==> config.mk <==
export PLATFORM = sky130hd
export DESIGN_NAME = piano_core_flat
export DESIGN_NICKNAME = d
export VERILOG_FILES = /design/src/rtl/piano_pkg.sv /design/src/rtl/piano_if.sv /design/src/rtl/piano_core_tone_gen.sv /design/src/rtl/piano_core.sv /design/src/flat_wrapper.sv
export SDC_FILE = /design/constraint.sdc
export NUM_CORES = 1
export LEC_CHECK = 0
export BUFFER_PORTS_ARGS = -buffer_cell sky130_fd_sc_hd__buf_2
export CORE_MARGIN = 1.5
export CORE_UTILIZATION = 55
export DETAILED_ROUTE_END_ITERATION = 10
export GPL_TIMING_DRIVEN = 0
export PLACE_DENSITY = 0.75
export SLEW_MARGIN = 0
export SYNTH_ARGS = -nofsm -noshare
export SYNTH_HDL_FRONTEND = slang
export SYNTH_HIERARCHICAL = 1
export SYNTH_SLANG_ARGS = --single-unit
==> constraint.sdc <==
create_clock -name clk -period 7.7 [get_ports clk]
set_input_delay 1.155 -clock clk [delete_from_list [all_inputs] [get_ports clk]]
set_output_delay 1.155 -clock clk [all_outputs]
set_load 0.01 [all_outputs]
==> src/rtl/piano_pkg.sv <==
// piano_pkg: shared definitions for the piano sound-and-light engine.
//   - mode and pitch encodings
//   - middle-octave note frequency table (Hz, index 1..7 = do..si)
//   - song slot type, end marker, song ROM lookup
//   - small helpers: pitch normalisation, note-to-LED one-hot, lowest pressed key
package piano_pkg;

    localparam logic [2:0] MODE_AUTO  = 3'b011;
    localparam logic [2:0] MODE_FREE  = 3'b001;
    localparam logic [2:0] MODE_LEARN = 3'b111;

    localparam logic [1:0] PITCH_MID     = 2'b00;
    localparam logic [1:0] PITCH_LOW     = 2'b01;
    localparam logic [1:0] PITCH_HIGH    = 2'b10;
    localparam logic [1:0] PITCH_ALT_MID = 2'b11;

    // Index 0 stands for "no note" and is never divided by.
    localparam int unsigned NOTE_HZ [0:7] = '{32'd0, 32'd262, 32'd294, 32'd330,
                                              32'd349, 32'd392, 32'd440, 32'd494};

    typedef struct packed {
        logic [1:0] pitch;
        logic [2:0] note;   // 0 = rest
    } slot_t;

    localparam slot_t END_SLOT = '{pitch: 2'b11, note: 3'b000};

    // Pitch code 11 behaves exactly like middle.
    function automatic logic [1:0] norm_pitch(input logic [1:0] p);
        return (p == PITCH_ALT_MID) ? PITCH_MID : p;
    endfunction

    // One-hot LED for a note; a rest lights nothing.
    function automatic logic [7:0] note_led(input logic [2:0] note);
        logic [7:0] l;
        case (note)
            3'd0:    l = 8'h00;
            default: l = 8'h01 << (note - 3'd1);
        endcase
        return l;
    endfunction

    // Note number (1..7) of the lowest-index pressed key, 0 when none.
    function automatic logic [2:0] lowest_key(input logic [6:0] key);
        logic [2:0] n;
        n = 3'd0;
        for (int i = 6; i >= 0; i--) begin
            n = key[i] ? 3'(i + 1) : n;
        end
        return n;
    endfunction

    // Song ROM: 4 songs, unlisted slots read as the end marker.
    function automatic slot_t song_slot(input logic [1:0] song, input logic [4:0] idx);
        slot_t s;
        s = END_SLOT;
        case (song)
            2'd0: begin
                case (idx)
                    5'd0, 5'd1:       s = 5'b00_001;
                    5'd2, 5'd3, 5'd6: s = 5'b00_101;
                    5'd4, 5'd5:       s = 5'b00_110;
                    5'd7:             s = 5'b00_000;
                    default:          s = END_SLOT;
                endcase
            end
            2'd1: begin
                case (idx)
                    5'd0, 5'd4, 5'd5, 5'd6: s = 5'b00_011;
                    5'd1, 5'd3:             s = 5'b00_010;
                    5'd2:                   s = 5'b00_001;
                    5'd7:                   s = 5'b00_000;
                    default:                s = END_SLOT;
                endcase
            end
            2'd2: begin
                case (idx)
                    5'd0:    s = 5'b01_001;
                    5'd1:    s = 5'b01_101;
                    5'd2:    s = 5'b00_001;
                    5'd3:    s = 5'b10_001;
                    5'd4:    s = 5'b00_000;
                    5'd5:    s = 5'b10_101;
                    default: s = END_SLOT;
                endcase
            end
            default: begin
                case (idx)
                    5'd0:    s = 5'b00_001;
                    5'd1:    s = 5'b00_010;
                    5'd2:    s = 5'b00_011;
                    5'd3:    s = 5'b00_100;
                    5'd4:    s = 5'b00_101;
                    5'd5:    s = 5'b00_110;
                    5'd6:    s = 5'b00_111;
                    5'd7:    s = 5'b10_001;
                    default: s = END_SLOT;
                endcase
            end
        endcase
        return s;
    endfunction

endpackage

==> src/rtl/piano_if.sv <==
// piano_if: control and indicator bundle between the mode selector / display
// side (master) and piano_core (slave).
//   mode[2:0], song_num[1:0], pause, key[6:0], pitch[1:0] : master -> core
//   speaker, led[7:0], finished, score[32:0]               : core -> master
interface piano_if;
    logic [2:0]  mode;
    logic [1:0]  song_num;
    logic        pause;
    logic [6:0]  key;
    logic [1:0]  pitch;
    logic        speaker;
    logic [7:0]  led;
    logic        finished;
    logic [32:0] score;

    modport master (
        output mode, song_num, pause, key, pitch,
        input  speaker, led, finished, score
    );

    modport slave (
        input  mode, song_num, pause, key, pitch,
        output speaker, led, finished, score
    );
endinterface

==> src/rtl/piano_core_tone_gen.sv <==
// tone_gen: square-wave generator for one note at one of three octaves.
//   clk, rst_n : clock, async active-low reset
//   note_i     : 1..7 = do..si, 0 = silent (speaker held 0, divider cleared)
//   pitch_i    : 01 low (half-period x2), 10 high (/2), 00/11 middle
//   speaker_o  : registered square wave, toggles every half-period cycles
module tone_gen
    import piano_pkg::*;
#(
    parameter int unsigned CLK_HZ = 100_000_000
) (
    input  logic       clk,
    input  logic       rst_n,
    input  logic [2:0] note_i,
    input  logic [1:0] pitch_i,
    output logic       speaker_o
);

    logic [31:0] base_s;
    logic [31:0] half_s;
    logic [31:0] cnt_d, cnt_q;
    logic        spk_d, spk_q;

    // Half-period lookup: divisions are on constants only.
    always_comb begin
        base_s = 32'd0;
        case (note_i)
            3'd1:    base_s = 32'(CLK_HZ / (2 * NOTE_HZ[1]));
            3'd2:    base_s = 32'(CLK_HZ / (2 * NOTE_HZ[2]));
            3'd3:    base_s = 32'(CLK_HZ / (2 * NOTE_HZ[3]));
            3'd4:    base_s = 32'(CLK_HZ / (2 * NOTE_HZ[4]));
            3'd5:    base_s = 32'(CLK_HZ / (2 * NOTE_HZ[5]));
            3'd6:    base_s = 32'(CLK_HZ / (2 * NOTE_HZ[6]));
            3'd7:    base_s = 32'(CLK_HZ / (2 * NOTE_HZ[7]));
            default: base_s = 32'd0;
        endcase
        case (norm_pitch(pitch_i))
            PITCH_LOW:  half_s = base_s << 1;
            PITCH_HIGH: half_s = base_s >> 1;
            default:    half_s = base_s;
        endcase
    end

    // Divider: count to half-period-1, then toggle.
    always_comb begin
        cnt_d = cnt_q;
        spk_d = spk_q;
        if ((note_i == 3'd0) || (half_s == 32'd0)) begin
            cnt_d = 32'd0;
            spk_d = 1'b0;
        end else if (cnt_q >= (half_s - 32'd1)) begin
            cnt_d = 32'd0;
            spk_d = ~spk_q;
        end else begin
            cnt_d = cnt_q + 32'd1;
        end
    end

    // Divider and speaker registers.
    always_ff @(posedge clk or negedge rst_n) begin
        if (!rst_n) begin
            cnt_q <= 32'd0;
            spk_q <= 1'b0;
        end else begin
            cnt_q <= cnt_d;
            spk_q <= spk_d;
        end
    end

    assign speaker_o = spk_q;

endmodule

==> src/rtl/piano_core.sv <==
// piano_core: sound-and-light engine for auto, free and learning modes.
//   clk, rst_n : clock, async active-low reset
//   bus        : piano_if.slave (mode, song_num, pause, key, pitch in;
//                speaker, led, finished, score out)
// Parameters: CLK_HZ (tone dividers), BEAT_CYCLES (cycles per note slot).
// Build option: AUTO_LOOP_EN -- when defined, auto mode wraps to slot 0 at
// the end marker; otherwise it stops silent and dark until mode/song change.
module piano_core
    import piano_pkg::*;
#(
    parameter int unsigned CLK_HZ      = 100_000_000,
    parameter int unsigned BEAT_CYCLES = 25_000_000
) (
    input  logic     clk,
    input  logic     rst_n,
    piano_if.slave   bus
);

    logic [2:0]  mode_q;
    logic [1:0]  song_q;
    logic [6:0]  key_q;
    logic [4:0]  idx_d, idx_q;
    logic [31:0] beat_d, beat_q;
    logic [3:0]  waited_d, waited_q;
    logic [32:0] score_d, score_q;
    logic        finished_d, finished_q;
    logic        done_d, done_q;
    logic [7:0]  led_d, led_q;

    slot_t       slot_s;
    logic        clear_s;
    logic        key_rise_s;
    logic        beat_tick_s;
    logic        correct_s;
    logic [3:0]  points_s;
    logic [2:0]  press_note_s;
    logic [2:0]  tone_note_s;
    logic [1:0]  tone_pitch_s;
    logic        speaker_s;

    // Event decode shared by all modes.
    always_comb begin
        slot_s       = song_slot(bus.song_num, idx_q);
        clear_s      = (bus.mode != mode_q) || (bus.song_num != song_q);
        key_rise_s   = (key_q == 7'd0) && (bus.key != 7'd0);
        beat_tick_s  = (beat_q >= 32'(BEAT_CYCLES - 1));
        press_note_s = lowest_key(bus.key);
        correct_s    = ({1'b0, bus.key} == note_led(slot_s.note)) &&
                       (norm_pitch(bus.pitch) == norm_pitch(slot_s.pitch));
        // Late presses earn nothing; waited saturates at 8.
        points_s     = (waited_q >= 4'd8) ? 4'd0 : (4'd8 - waited_q);
    end

    // Next-state and output selection per mode.
    always_comb begin
        idx_d        = idx_q;
        beat_d       = beat_q;
        waited_d     = waited_q;
        score_d      = score_q;
        finished_d   = finished_q;
        done_d       = done_q;
        led_d        = 8'h00;
        tone_note_s  = 3'd0;
        tone_pitch_s = PITCH_MID;
        if (clear_s) begin
            idx_d      = 5'd0;
            beat_d     = 32'd0;
            waited_d   = 4'd0;
            score_d    = 33'd0;
            finished_d = 1'b0;
            done_d     = 1'b0;
        end else begin
            case (bus.mode)
                MODE_AUTO: begin
                    if (bus.pause) begin
                        led_d = 8'h80;
                    end else if (done_q) begin
                        led_d = 8'h00;
                    end else if (slot_s == END_SLOT) begin
`ifdef AUTO_LOOP_EN
                        idx_d  = 5'd0;
                        beat_d = 32'd0;
`else
                        done_d = 1'b1;
`endif
                    end else begin
                        led_d        = note_led(slot_s.note);
                        tone_note_s  = slot_s.note;
                        tone_pitch_s = slot_s.pitch;
                        if (beat_tick_s) begin
                            beat_d = 32'd0;
                            idx_d  = idx_q + 5'd1;
                        end else begin
                            beat_d = beat_q + 32'd1;
                        end
                    end
                end
                MODE_FREE: begin
                    tone_note_s  = press_note_s;
                    tone_pitch_s = bus.pitch;
                end
                MODE_LEARN: begin
                    tone_note_s  = press_note_s;
                    tone_pitch_s = bus.pitch;
                    if (finished_q) begin
                        led_d = 8'h00;
                    end else if (slot_s == END_SLOT) begin
                        finished_d = 1'b1;
                    end else if (slot_s.note == 3'd0) begin
                        // Rest: move on after one beat, no scoring.
                        if (beat_tick_s) begin
                            beat_d   = 32'd0;
                            idx_d    = idx_q + 5'd1;
                            waited_d = 4'd0;
                        end else begin
                            beat_d = beat_q + 32'd1;
                        end
                    end else begin
                        led_d = note_led(slot_s.note);
                        // A press wins over a same-cycle beat tick, so it
                        // is scored with the pre-tick waited count.
                        if (key_rise_s && correct_s) begin
                            score_d  = score_q + {29'd0, points_s};
                            idx_d    = idx_q + 5'd1;
                            beat_d   = 32'd0;
                            waited_d = 4'd0;
                        end else if (beat_tick_s) begin
                            beat_d   = 32'd0;
                            waited_d = (waited_q >= 4'd8) ? 4'd8 : (waited_q + 4'd1);
                        end else begin
                            beat_d = beat_q + 32'd1;
                        end
                    end
                end
                default: begin
                    idx_d      = 5'd0;
                    beat_d     = 32'd0;
                    waited_d   = 4'd0;
                    score_d    = 33'd0;
                    finished_d = 1'b0;
                    done_d     = 1'b0;
                end
            endcase
        end
    end

    // State and registered outputs.
    always_ff @(posedge clk or negedge rst_n) begin
        if (!rst_n) begin
            mode_q     <= 3'd0;
            song_q     <= 2'd0;
            key_q      <= 7'd0;
            idx_q      <= 5'd0;
            beat_q     <= 32'd0;
            waited_q   <= 4'd0;
            score_q    <= 33'd0;
            finished_q <= 1'b0;
            done_q     <= 1'b0;
            led_q      <= 8'h00;
        end else begin
            mode_q     <= bus.mode;
            song_q     <= bus.song_num;
            key_q      <= bus.key;
            idx_q      <= idx_d;
            beat_q     <= beat_d;
            waited_q   <= waited_d;
            score_q    <= score_d;
            finished_q <= finished_d;
            done_q     <= done_d;
            led_q      <= led_d;
        end
    end

    tone_gen #(
        .CLK_HZ (CLK_HZ)
    ) u_tone_gen (
        .clk       (clk),
        .rst_n     (rst_n),
        .note_i    (tone_note_s),
        .pitch_i   (tone_pitch_s),
        .speaker_o (speaker_s)
    );

    assign bus.speaker  = speaker_s;
    assign bus.led      = led_q;
    assign bus.finished = finished_q;
    assign bus.score    = score_q;

endmodule

==> src/flat_wrapper.sv <==
// flat-port wrapper written by rule: the top's interface ports become plain ports
module piano_core_flat import piano_pkg::*;
#(
    parameter int unsigned CLK_HZ      = 100_000_000,
    parameter int unsigned BEAT_CYCLES = 25_000_000
)
  (clk, rst_n, bus_mode, bus_song_num, bus_pause, bus_key, bus_pitch, bus_speaker, bus_led, bus_finished, bus_score);
  piano_if bus_i ();
  input  logic clk;
  input  logic rst_n;
  input wire logic [$bits(bus_i.mode)-1:0] bus_mode;
  input wire logic [$bits(bus_i.song_num)-1:0] bus_song_num;
  input wire logic [$bits(bus_i.pause)-1:0] bus_pause;
  input wire logic [$bits(bus_i.key)-1:0] bus_key;
  input wire logic [$bits(bus_i.pitch)-1:0] bus_pitch;
  output wire logic [$bits(bus_i.speaker)-1:0] bus_speaker;
  output wire logic [$bits(bus_i.led)-1:0] bus_led;
  output wire logic [$bits(bus_i.finished)-1:0] bus_finished;
  output wire logic [$bits(bus_i.score)-1:0] bus_score;
  assign bus_i.mode = bus_mode;
  assign bus_i.song_num = bus_song_num;
  assign bus_i.pause = bus_pause;
  assign bus_i.key = bus_key;
  assign bus_i.pitch = bus_pitch;
  assign bus_speaker = bus_i.speaker;
  assign bus_led = bus_i.led;
  assign bus_finished = bus_i.finished;
  assign bus_score = bus_i.score;
  piano_core #(.CLK_HZ(CLK_HZ), .BEAT_CYCLES(BEAT_CYCLES)) u_core (.clk(clk), .rst_n(rst_n), .bus(bus_i));
endmodule
== Yosys cells after proc, flatten, opt, wreduce, memory -nomap -nowiden ==
Memories as Yosys holds them, arrays and structs flattened.
Index checks and enable logic that the tools add are counted.

* Register bits after elaboration: 129
* Bits in latches: 0
* RAM bits: 0
* Memory bits (read-only): 72
* Input port bits: 17
* Output and inout port bits: 43
* Word-level logic and storage cells: 171
* Memories kept: 3

* $add $sub $neg: 8
* $mul: 0
* Divide/modulo/power cells: 0
* Order comparisons: 3
* Equality and inequality tests: 40
* Shift-type cells: 1
* Mux-type cells: 82
* Bitwise logic cells: 1
* Reductions and logical operators: 21

{| class="wikitable"
|+ Memories
! memory !! words !! width !! read ports !! clocked after Yosys merged registers in !! write ports !! RTL line !! RTL
|-
| (name not given) || 8 || 4 || 1 || 0 || 0 || piano_pkg.sv:88 || <nowiki>case (idx)</nowiki>
|-
| (name not given) || 8 || 3 || 1 || 0 || 0 || piano_pkg.sv:59 || <nowiki>case (idx)</nowiki>
|-
| (name not given) || 8 || 2 || 1 || 0 || 0 || piano_pkg.sv:68 || <nowiki>case (idx)</nowiki>
|}

{| class="wikitable"
|+ Operators by type and width
! operator !! number
|-
| 2-to-1 mux 32 bit || 11
|-
| 2-to-1 mux 33 bit || 5
|-
| case mux 18 bit (7 select lines) || 1
|-
| case mux 32 bit (3 select lines) || 1
|-
| case mux 33 bit (2 select lines) || 1
|-
| adder 32 x 1 -> 32 bit, second input constant || 2
|-
| case mux 32 bit (2 select lines) || 1
|-
| 2-to-1 mux 5 bit || 12
|-
| 2-to-1 mux 8 bit || 6
|-
| 2-to-1 mux 4 bit || 9
|-
| adder 33 x 4 -> 33 bit || 1
|-
| 2-to-1 mux 3 bit || 11
|-
| >= comparator 32 x 25 -> 1 bit, second input constant || 1
|-
| >= comparator 32 bit || 1
|-
| logical NOT 32 bit || 1
|-
| subtractor 32 x 1 -> 32 bit, second input constant || 1
|-
| case mux 5 bit (3 select lines) || 2
|-
| case mux 5 bit (6 select lines) || 1
|-
| case mux 8 bit (2 select lines) || 1
|-
| == test 3 bit, second input constant || 5
|-
| 2-to-1 mux 2 bit || 7
|-
| inequality test 3 x 2 -> 1 bit, second input constant || 4
|-
| == test 2 bit, second input constant || 5
|-
| == test 5 x 2 -> 1 bit, second input constant || 2
|-
| other kinds (40) || 64
|}

== Logic depth before layout (Yosys ltp) ==
Gate-level depths: netlist (run 1).

* Depth after elaboration: 17
* Depth in mapped cells: 29
* Depth with buffers taken out: 25

== Hierarchy ==
Netlist (run 1), hierarchy kept.

{| class="wikitable"
|+ Modules (own cells, without submodules)
! module !! times used !! cells each !! area each (um^2)
|-
| piano_core || 1 || 696 || 6,045.8
|-
| tone_gen || 1 || 457 || 3,410.8
|}

== Worst setup path after synthesis (run 1) ==
No wires, ideal clock.

* Kind: input to register
* Start point: in bus_song_num[0]
* End point: reg u_core.u_tone_gen.cnt_q[21]
* Setup time: 117 ps
* Arrival: 6,275 ps
* Path slack: 1,308 ps
* Stages: 28
* Cell sequence: buf_2 inv_1 o211a_1 o211ai_2 buf_2 nand2b_1 a32oi_1 nor2_1 inv_1 ha_1 buf_2 inv_1 nand2_1 nor2_1 a221oi_1 ha_1 nor3b_2 o21a_1 buf_4 a211oi_2 ha_1 nand2_1 o21a_1 o211a_1 a221o_1 a211oi_4 buf_6 nor2_1

* Longest elaborated chain between the ends: 16

{| class="wikitable"
|+ Ends and longest elaborated chain
! what !! RTL line !! RTL
|-
| from (decl) || flat_wrapper.sv:12 || <nowiki>input wire logic [$bits(bus_i.song_num)-1:0] bus_song_num;</nowiki>
|-
| == test 2 bit, or another cell as far along || piano_pkg.sv:57 || <nowiki>case (song)</nowiki>
|-
| case mux 5 bit (3 select lines) || piano_pkg.sv:57 ||
|-
| == test 5 bit || piano_core.sv:79 || <nowiki>end else if (slot_s == END_SLOT) begin</nowiki>
|-
| 2-to-1 mux 2 bit || piano_core.sv:79 ||
|-
| 2-to-1 mux 2 bit || piano_core.sv:77 || <nowiki>end else if (done_q) begin</nowiki>
|-
| 2-to-1 mux 2 bit || piano_core.sv:75 || <nowiki>if (bus.pause) begin</nowiki>
|-
| case mux 2 bit (2 select lines) || piano_core.sv:73 || <nowiki>case (bus.mode)</nowiki>
|-
| 2-to-1 mux 2 bit (*) || piano_core.sv:65 || <nowiki>if (clear_s) begin</nowiki>
|-
| net u_core.tone_pitch_s[0] || piano_core.sv:38 || <nowiki>logic [1:0] tone_pitch_s;</nowiki>
|-
| (+1 left out) || - ||
|-
| 2-to-1 mux 2 bit (*) || piano_pkg.sv:30 || <nowiki>return (p == PITCH_ALT_MID) ? PITCH_MID : p;</nowiki>
|-
| == test 2 bit / == test 2 x 1 -> 1 bit (equally long branches) || piano_core_tone_gen.sv:36 || <nowiki>case (norm_pitch(pitch_i))</nowiki>
|-
| case mux 32 bit (2 select lines) (*) || piano_core_tone_gen.sv:36 ||
|-
| subtractor 32 x 1 -> 32 bit || piano_core_tone_gen.sv:50 || <nowiki>end else if (cnt_q >= (half_s - 32'd1)) begin</nowiki>
|-
| >= comparator 32 bit || piano_core_tone_gen.sv:50 ||
|-
| 2-to-1 mux 32 bit || piano_core_tone_gen.sv:50 ||
|-
| 2-to-1 mux 32 bit (*) || piano_core_tone_gen.sv:47 || <nowiki>if ((note_i == 3'd0) || (half_s == 32'd0)) begin</nowiki>
|-
| net u_core.u_tone_gen.cnt_d[21] || piano_core_tone_gen.sv:20 || <nowiki>logic [31:0] cnt_d, cnt_q;</nowiki>
|-
| to (signal assigned) || piano_core_tone_gen.sv:64 || <nowiki>cnt_q <= cnt_d;</nowiki>
|-
| to (decl) || piano_core_tone_gen.sv:20 ||
|}

The timed path passes the listed nets; every way through them passes the cells marked *.
A chain may end at the register's enable or synchronous reset.

== Worst setup path after layout (run 1) ==
* Start point: in bus_song_num[0]
* End point: reg u_core.u_tone_gen.cnt_q[10]

The elaborated chain is that of the path after synthesis.

==> run_results.csv, run 1 <==
group,metric,value,unit
synthesis,synth_edf_count,0,
drt,vias,9201,
floorplan,coreArea,16700,µm²
clock_network,clk_path_buf_depth,2,
placement,hpwl,17.81,mm
synthesis,synth_area_per_cell,8.202,µm²
floorplan,fp.dieW,134.1,µm
timing,relSlewSlack,13.73,%
global_route,grt_max_degree,91,
layout,n_fill_cell,1468,
worst_setup_path,critPathCaptureType,"flop",
layout,fin_util,64.23,%
drt,first_pass_iters,5,
layout,num-nets-final,1303,
floorplan,dieArea,17990,µm²
clock_network,htree_levels,4,
layout,drive_above_1_share,12.21,%
floorplan,start_util,56.62,%
power_and_ir_drop,finalPower,1.687,mW
hold_path,hold_class,"reg -> reg",
floorplan,io_pins,60,
clock_network,path_clk_slew,60,ps
drt,wl,25.38,mm
drt,drtIter0Drc,881,
synthesis,ys_async_sr_fraction,100.0,%
synthesis,synth_seq_cells,129,
clock_network,cts_tree,"yes",
global_route,grt.total_usage,29.08,%
clock_network,postCtsSetupRepairBufs,0,
timing,setup_ws,544.1,ps
drt,vias_per_cell,6.281,
power_and_ir_drop,power_density,157.3,nW/µm²
timing,tightest_slew,1282,ps
global_route,overflow,0,
placement,port_buffers,59,
job,cap_violations,0,
synthesis,synth-warning-count,6,
power_and_ir_drop,p_leak,4.994,nW
timing,skew,10.45,ps
floorplan,placementRows,47,
floorplan,dieHeight,134.1,µm
timing,finalCritPeriodShare,92.93,%
worst_setup_path,worst_ep_arrival_time,7510,ps
clock_network,numCtsBuffers,17,
layout,multiInputGateArea,5771,µm²
timing,setup_viol,0,
global_route,grt_antenna_before_repair,0,
worst_setup_path,start_kind,"input pin",
synthesis,synthCells,1153,
synthesis,syn_area,9457,µm²
layout,antenna_cells,0,
power_and_ir_drop,vdd_drop_max,0.1563,mV
worst_setup_path,required,8050,ps
layout,final_cell_mix,"nand2_1 (153), dfrtp_1 (129), nor2_1 (110)",
drt,wl_per_cell,17.32,µm
clock_network,postCtsHoldBufs,0,
timing,timing.fmax,139.7,MHz
layout,seqCellArea,3228,µm²
synthesis,ys_seq_area_share,34.14,%
synthesis,synth_nets,1224,
clock_network,clock_sinks,129,
synthesis,ys_types,88,
timing,layout_min_cycle_time,7156,ps
run_status,status,"completed",
timing,rsz0062_at_grt,"false",
timing,maxSlewViolCount,0,
synthesis,yosys_most_used_dff,"dfrtp_1",
global_route,grt_pass1_vias,8412,
layout,syn_to_final_growth,13.44,%
clock_network,clock-root-buffer,"clkbuf_16",
drt,route.antenna.remaining_nets,0,
placement,dp_slack,57.05,ps
timing,hold_violations,0,
timing,tns,0,ps
global_route,grt_first_pass_wirelength,42.05,mm
drt,drc_errors,0,
worst_setup_path,path_max_fanout,10,
layout,final_common_cell,"nand2_1",
worst_setup_path,critPathKind,"in -> reg",
placement,gp_congestion,0.9381,
clock_network,clk_latency,430,ps
==> where the power goes <==
group	internal, mW	switching [mW]
registers	0.682	0.00133
logic	0.0318	0.0718
clock network	0.584	0.317
total	1.30	0.390
==> worst max-delay path, cell delays in order <==
cell	delay [ps]
buf_2	80
buf_2	220
inv_1	140
o41ai_1	560
o211ai_4	240
buf_2	240
nand2b_1	230
a32oi_1	260
nor2_1	80
ha_1	330
buf_2	230
inv_1	190
nand2_1	190
nor2_1	100
a221oi_2	390
ha_1	250
nor3b_2	230
o21a_1	280
buf_4	230
a21oi_1	70
ha_1	290
and2_1	160
a221o_1	310
a221oi_2	370
o2111a_2	330
buf_6	170
nand2_1	70
nor2_1	100
==> flip-flops by register name, indices dropped and copies added, names as in the netlist, 2 cells and up <==
signal	flops
u_core/u_tone_gen/cnt_q	32
u_core/beat_q	32
u_core/bus.score	33
u_core/idx_q	5
u_core/bus.led	8
u_core/key_q	7
u_core/song_q	2
u_core/waited_q	4
u_core/mode_q	3
==> through the flow <==
step | instances | area (µm²) | hold slack (ps)
finish | 1465 | 10730 | 518.1
global route | 1465 | 10730 | 536.9
CTS | 1465 | 10710 | 519.0
detailed placement | 1433 | 10060 | 495.9
global placement | 1432 | 10030 | 493.4
floorplan | 1153 | 9457 | 472.6
==> cells by family after synthesis <==
family,after synthesis,share of synthesized area [%]
muxes,11,1.257
xor gates and xnor gates,41,3.797
DFF,129,34.14
buffers and inverters,103,5.001
adders and majority gates,54,7.224
AOI/OAI and AO/OA,257,18.71
and+or+nand+nor,558,29.88
==> cell usage after synthesis, drive strengths merged, types with 19 or more instances <==
library cell	instances	area (µm²)
nand2	154	580.6
dfrtp	129	3228
nor2	113	431.7
a21oi	72	360.4
nand3	70	350.3
o21ai	55	275.3
ha	53	663.1
inv	40	150.1
nor3	38	190.2
buf	33	210.2
and3	30	187.7
clkbuf	30	112.6
nand4	25	156.4
xnor2	21	183.9
nor2b	20	125.1
xor2	20	175.2
o31ai	19	147.6
==> per-layer routing <==
metal / wire, µm / track usage (%) / vias to the layer above
met5: 0 / 0 / -
met4: 425 / 9.916 / 0
met3: 1722 / 5.140 / 44
met2: 11610 / 45.39 / 376
met1: 11630 / 41.00 / 4415
li1: - / - / 4366
==> layout make-up <==
type | instances | area share [%]
flip-flops and latches | 129 | 30.09
inverters | 40 | 1.400
clock buffers | 19 | 4.129
plain buffers | 63 | 3.009
clock inverters | 13 | 1.948
repair buffers | 60 | 3.067
well taps | 220 | 2.566
multi-input cells | 921 | 53.79
==> worst paths after layout <==
check | startpoint | endpoint | slack [ps] | depth (start not counted)
max reg2reg | u_core/idx_q[0] | u_core/u_tone_gen/cnt_q[10] | 700 | 28
max | bus_song_num[0] | u_core/u_tone_gen/cnt_q[10] | 540 | 28
max in group asynchronous | rst_n | u_core/bus.score[16] | 6280 | 2
min in group asynchronous | rst_n | u_core/beat_q[7] | 630 | 1
min reg2reg | u_core/beat_q[29] | u_core/beat_q[29] | 520 | 1
min | u_core/beat_q[29] | u_core/beat_q[29] | 520 | 1
==> repair_timing <==
action,CTS,global route
resized for setup,0,2
endpoints found under the setup margin,0,33
endpoints found under the hold margin,0,0
No activity file was read; power rests on OpenSTA's default activity.
==> run 2, diff against run 1 <==
CELL_PAD_IN_SITES_DETAIL_PLACEMENT = 1   (was default)
CELL_PAD_IN_SITES_GLOBAL_PLACEMENT = 1   (was default)
CORE_UTILIZATION = 47   (was 55)
GPL_TIMING_DRIVEN = default   (was 0)
HOLD_SLACK_MARGIN = 0.02   (was default)
PLACE_DENSITY = 0.83   (was 0.75)
==> run_results.csv, run 2 (same netlist as run 1, synthesis figures left out) <==
group,metric,value,unit
layout,largest_reg_flops,33,
floorplan,dieArea,20980,µm²
clock_network,numCtsBuffers,17,
layout,syn_to_final_growth,11.37,%
clock_network,cts_resized,0,
global_route,grt_pass1_vias,9219,
placement,dp_slack,504.0,ps
clock_network,clock_sinks,129,
timing,finalCritPeriodShare,91.55,%
global_route,grt.total_usage,28.26,%
clock_network,clock-root-buffer,"clkbuf_16",
clock_network,postCtsHoldBufs,0,
clock_network,clk_path_buf_depth,2,
global_route,overflow,0,
timing,setup_ws,650.4,ps
worst_setup_path,r2r_slack,650,ps
layout,final_cell_mix,"nand2_1 (153), dfrtp_1 (129), nor2_1 (109)",
worst_setup_path,critPathCaptureType,"flop",
layout,final_common_cell,"nand2_1",
floorplan,placementRows,51,
power_and_ir_drop,power_density,158.5,nW/µm²
hold_path,holdPathEnd,"u_core/beat_q[25]",
timing,maxSlewViolCount,0,
drt,drtIter0Drc,578,
timing,rsz0062_at_grt,"false",
layout,seqCellArea,3228,µm²
timing,setup_viol,0,
clock_network,htree_levels,4,
layout,multiInputGateArea,5769,µm²
timing,tns,0,ps
timing,timing.fmax,141.9,MHz
floorplan,io_pins,60,
clock_network,path_clk_slew,60,ps
power_and_ir_drop,finalPower,1.669,mW
drt,wl_per_cell,19.40,µm
layout,antenna_cells,0,
clock_network,clk_latency,420,ps
floorplan,coreArea,19590,µm²
timing,layout_min_cycle_time,7050,ps
layout,drive_above_1_share,11.72,%
clock_network,postCtsSetupRepairBufs,0,
clock_network,cts_tree,"yes",
worst_setup_path,critPathKind,"reg -> reg",
placement,hpwl,19.44,mm
job,cap_violations,0,
placement,port_buffers,59,
timing,hold_violations,0,
worst_setup_path,r2r_cells,24,
drt,first_pass_iters,5,
worst_setup_path,path_max_fanout,32,
layout,fin_util,53.76,%
drt,vias,9102,
worst_setup_path,worst_ep_arrival_time,7380,ps
layout,final_cell_area,10530,µm²
worst_setup_path,r2r-end,"u_core/u_tone_gen/cnt_q[9]",
layout,n_fill_cell,2423,
timing,skew,8.853,ps
timing,tightest_slew,1105,ps
worst_setup_path,required,8030,ps
global_route,grt_first_pass_wirelength,46.95,mm
floorplan,fp.dieW,144.8,µm
worst_setup_path,r2r-start,"u_core/idx_q[0]",
layout,num-nets-final,1254,
floorplan,dieHeight,144.8,µm
placement,post_dp_cell_area,9893,µm²
drt,vias_per_cell,6.234,
global_route,grt_antenna_before_repair,0,
global_route,grt_max_degree,71,
floorplan,start_util,48.27,%
drt,drc_errors,0,
hold_path,hold_class,"reg -> reg",
hold_path,hold_depth,1,
worst_setup_path,start_kind,"flop",
drt,route.antenna.remaining_nets,0,
hold_path,min_from,"u_core/beat_q[25]",
power_and_ir_drop,p_leak,4.864,nW
power_and_ir_drop,vdd_drop_max,0.1534,mV
timing,relSlewSlack,26.32,%
worst_setup_path,cp-startpoint,"u_core/idx_q[0]",
run_status,status,"completed",
drt,wl,28.33,mm
placement,gp_congestion,0.8854,
run 2: cell types whose count changed in the layout (fill, tap and decap cells not counted), sizes merged:
cell / previous run / this run
clkbuf: 49 / 22
clkinv: 7 / 3
clkinvlp: 0 / 2
buf: 93 / 74
inv: 41 / 40
bufinv: 5 / 4
run 2: worst max-delay path by stage:
| stage | end | slack, ps | cells past startpoint |
|---|---|---|---|
| final | u_core/u_tone_gen/cnt_q[9] | 650 | 24 |
| after global routing | u_core/u_tone_gen/cnt_q[9] | 220 | 25 |
| after CTS | u_core/u_tone_gen/cnt_q[9] | 730 | 24 |
| after detailed placement | u_core/u_tone_gen/cnt_q[0] | 500 | 20 |
| after global placement | u_core/u_tone_gen/cnt_q[0] | 940 | 20 |
| after floorplan | u_core/u_tone_gen/cnt_q[21] | 1310 | 28 |
run 2: area by class of cell:
cell class / instances / share of cell area, %
Clock buffer: 22 / 4.598
Timing Repair Buffer: 74 / 3.932
Tap cell: 265 / 3.148
Inverter: 40 / 1.426
Sequential cell: 129 / 30.65
Multi-Input combinational cell: 921 / 54.78
Clock inverter: 9 / 1.461
run 2: critical path: stages, from the launching register on:
cell and delay [ps]:
dfrtp_1 490, inv_1 130, ha_1 280, or3_1 420, o211a_1 290, a31o_2 230
nand2b_1 180, a32oi_1 160, nor2_1 240, inv_1 70, ha_1 400, nand2_1 240
nor2_1 80, a221oi_1 520, ha_1 270, nor3b_2 250, o21a_1 490, a21oi_1 90
ha_1 280, and2_1 170, a221o_1 330, a221oi_2 350, o2111a_2 660, nand2_1 130
nor2_1 180
run 2: power breakdown:
group | internal, mW | switching [mW] | total, mW
Combinational | 0.0288 | 0.0742 | 0.103
Sequential | 0.682 | 0.00138 | 0.683
Clock | 0.574 | 0.309 | 0.883
run 2: per-layer routing:
metal,up-vias,global-route usage [%],part of all wire (%)
met5,-,0,0
met4,0,9.782,2.2
met3,57,4.376,3.8
met2,200,45.59,46
met1,4582,38.60,48
li1,4263,-,-
run 2: per-stage QoR:
| stage | hold WS [ps] | std cells |
|---|---|---|
| after floorplan | 472.6 | 1153 |
| after global placement | 496.3 | 1429 |
| after detailed placement | 498.2 | 1429 |
| after CTS | 516.3 | 1460 |
| after global routing | 543.8 | 1460 |
| final | 515.8 | 1460 |
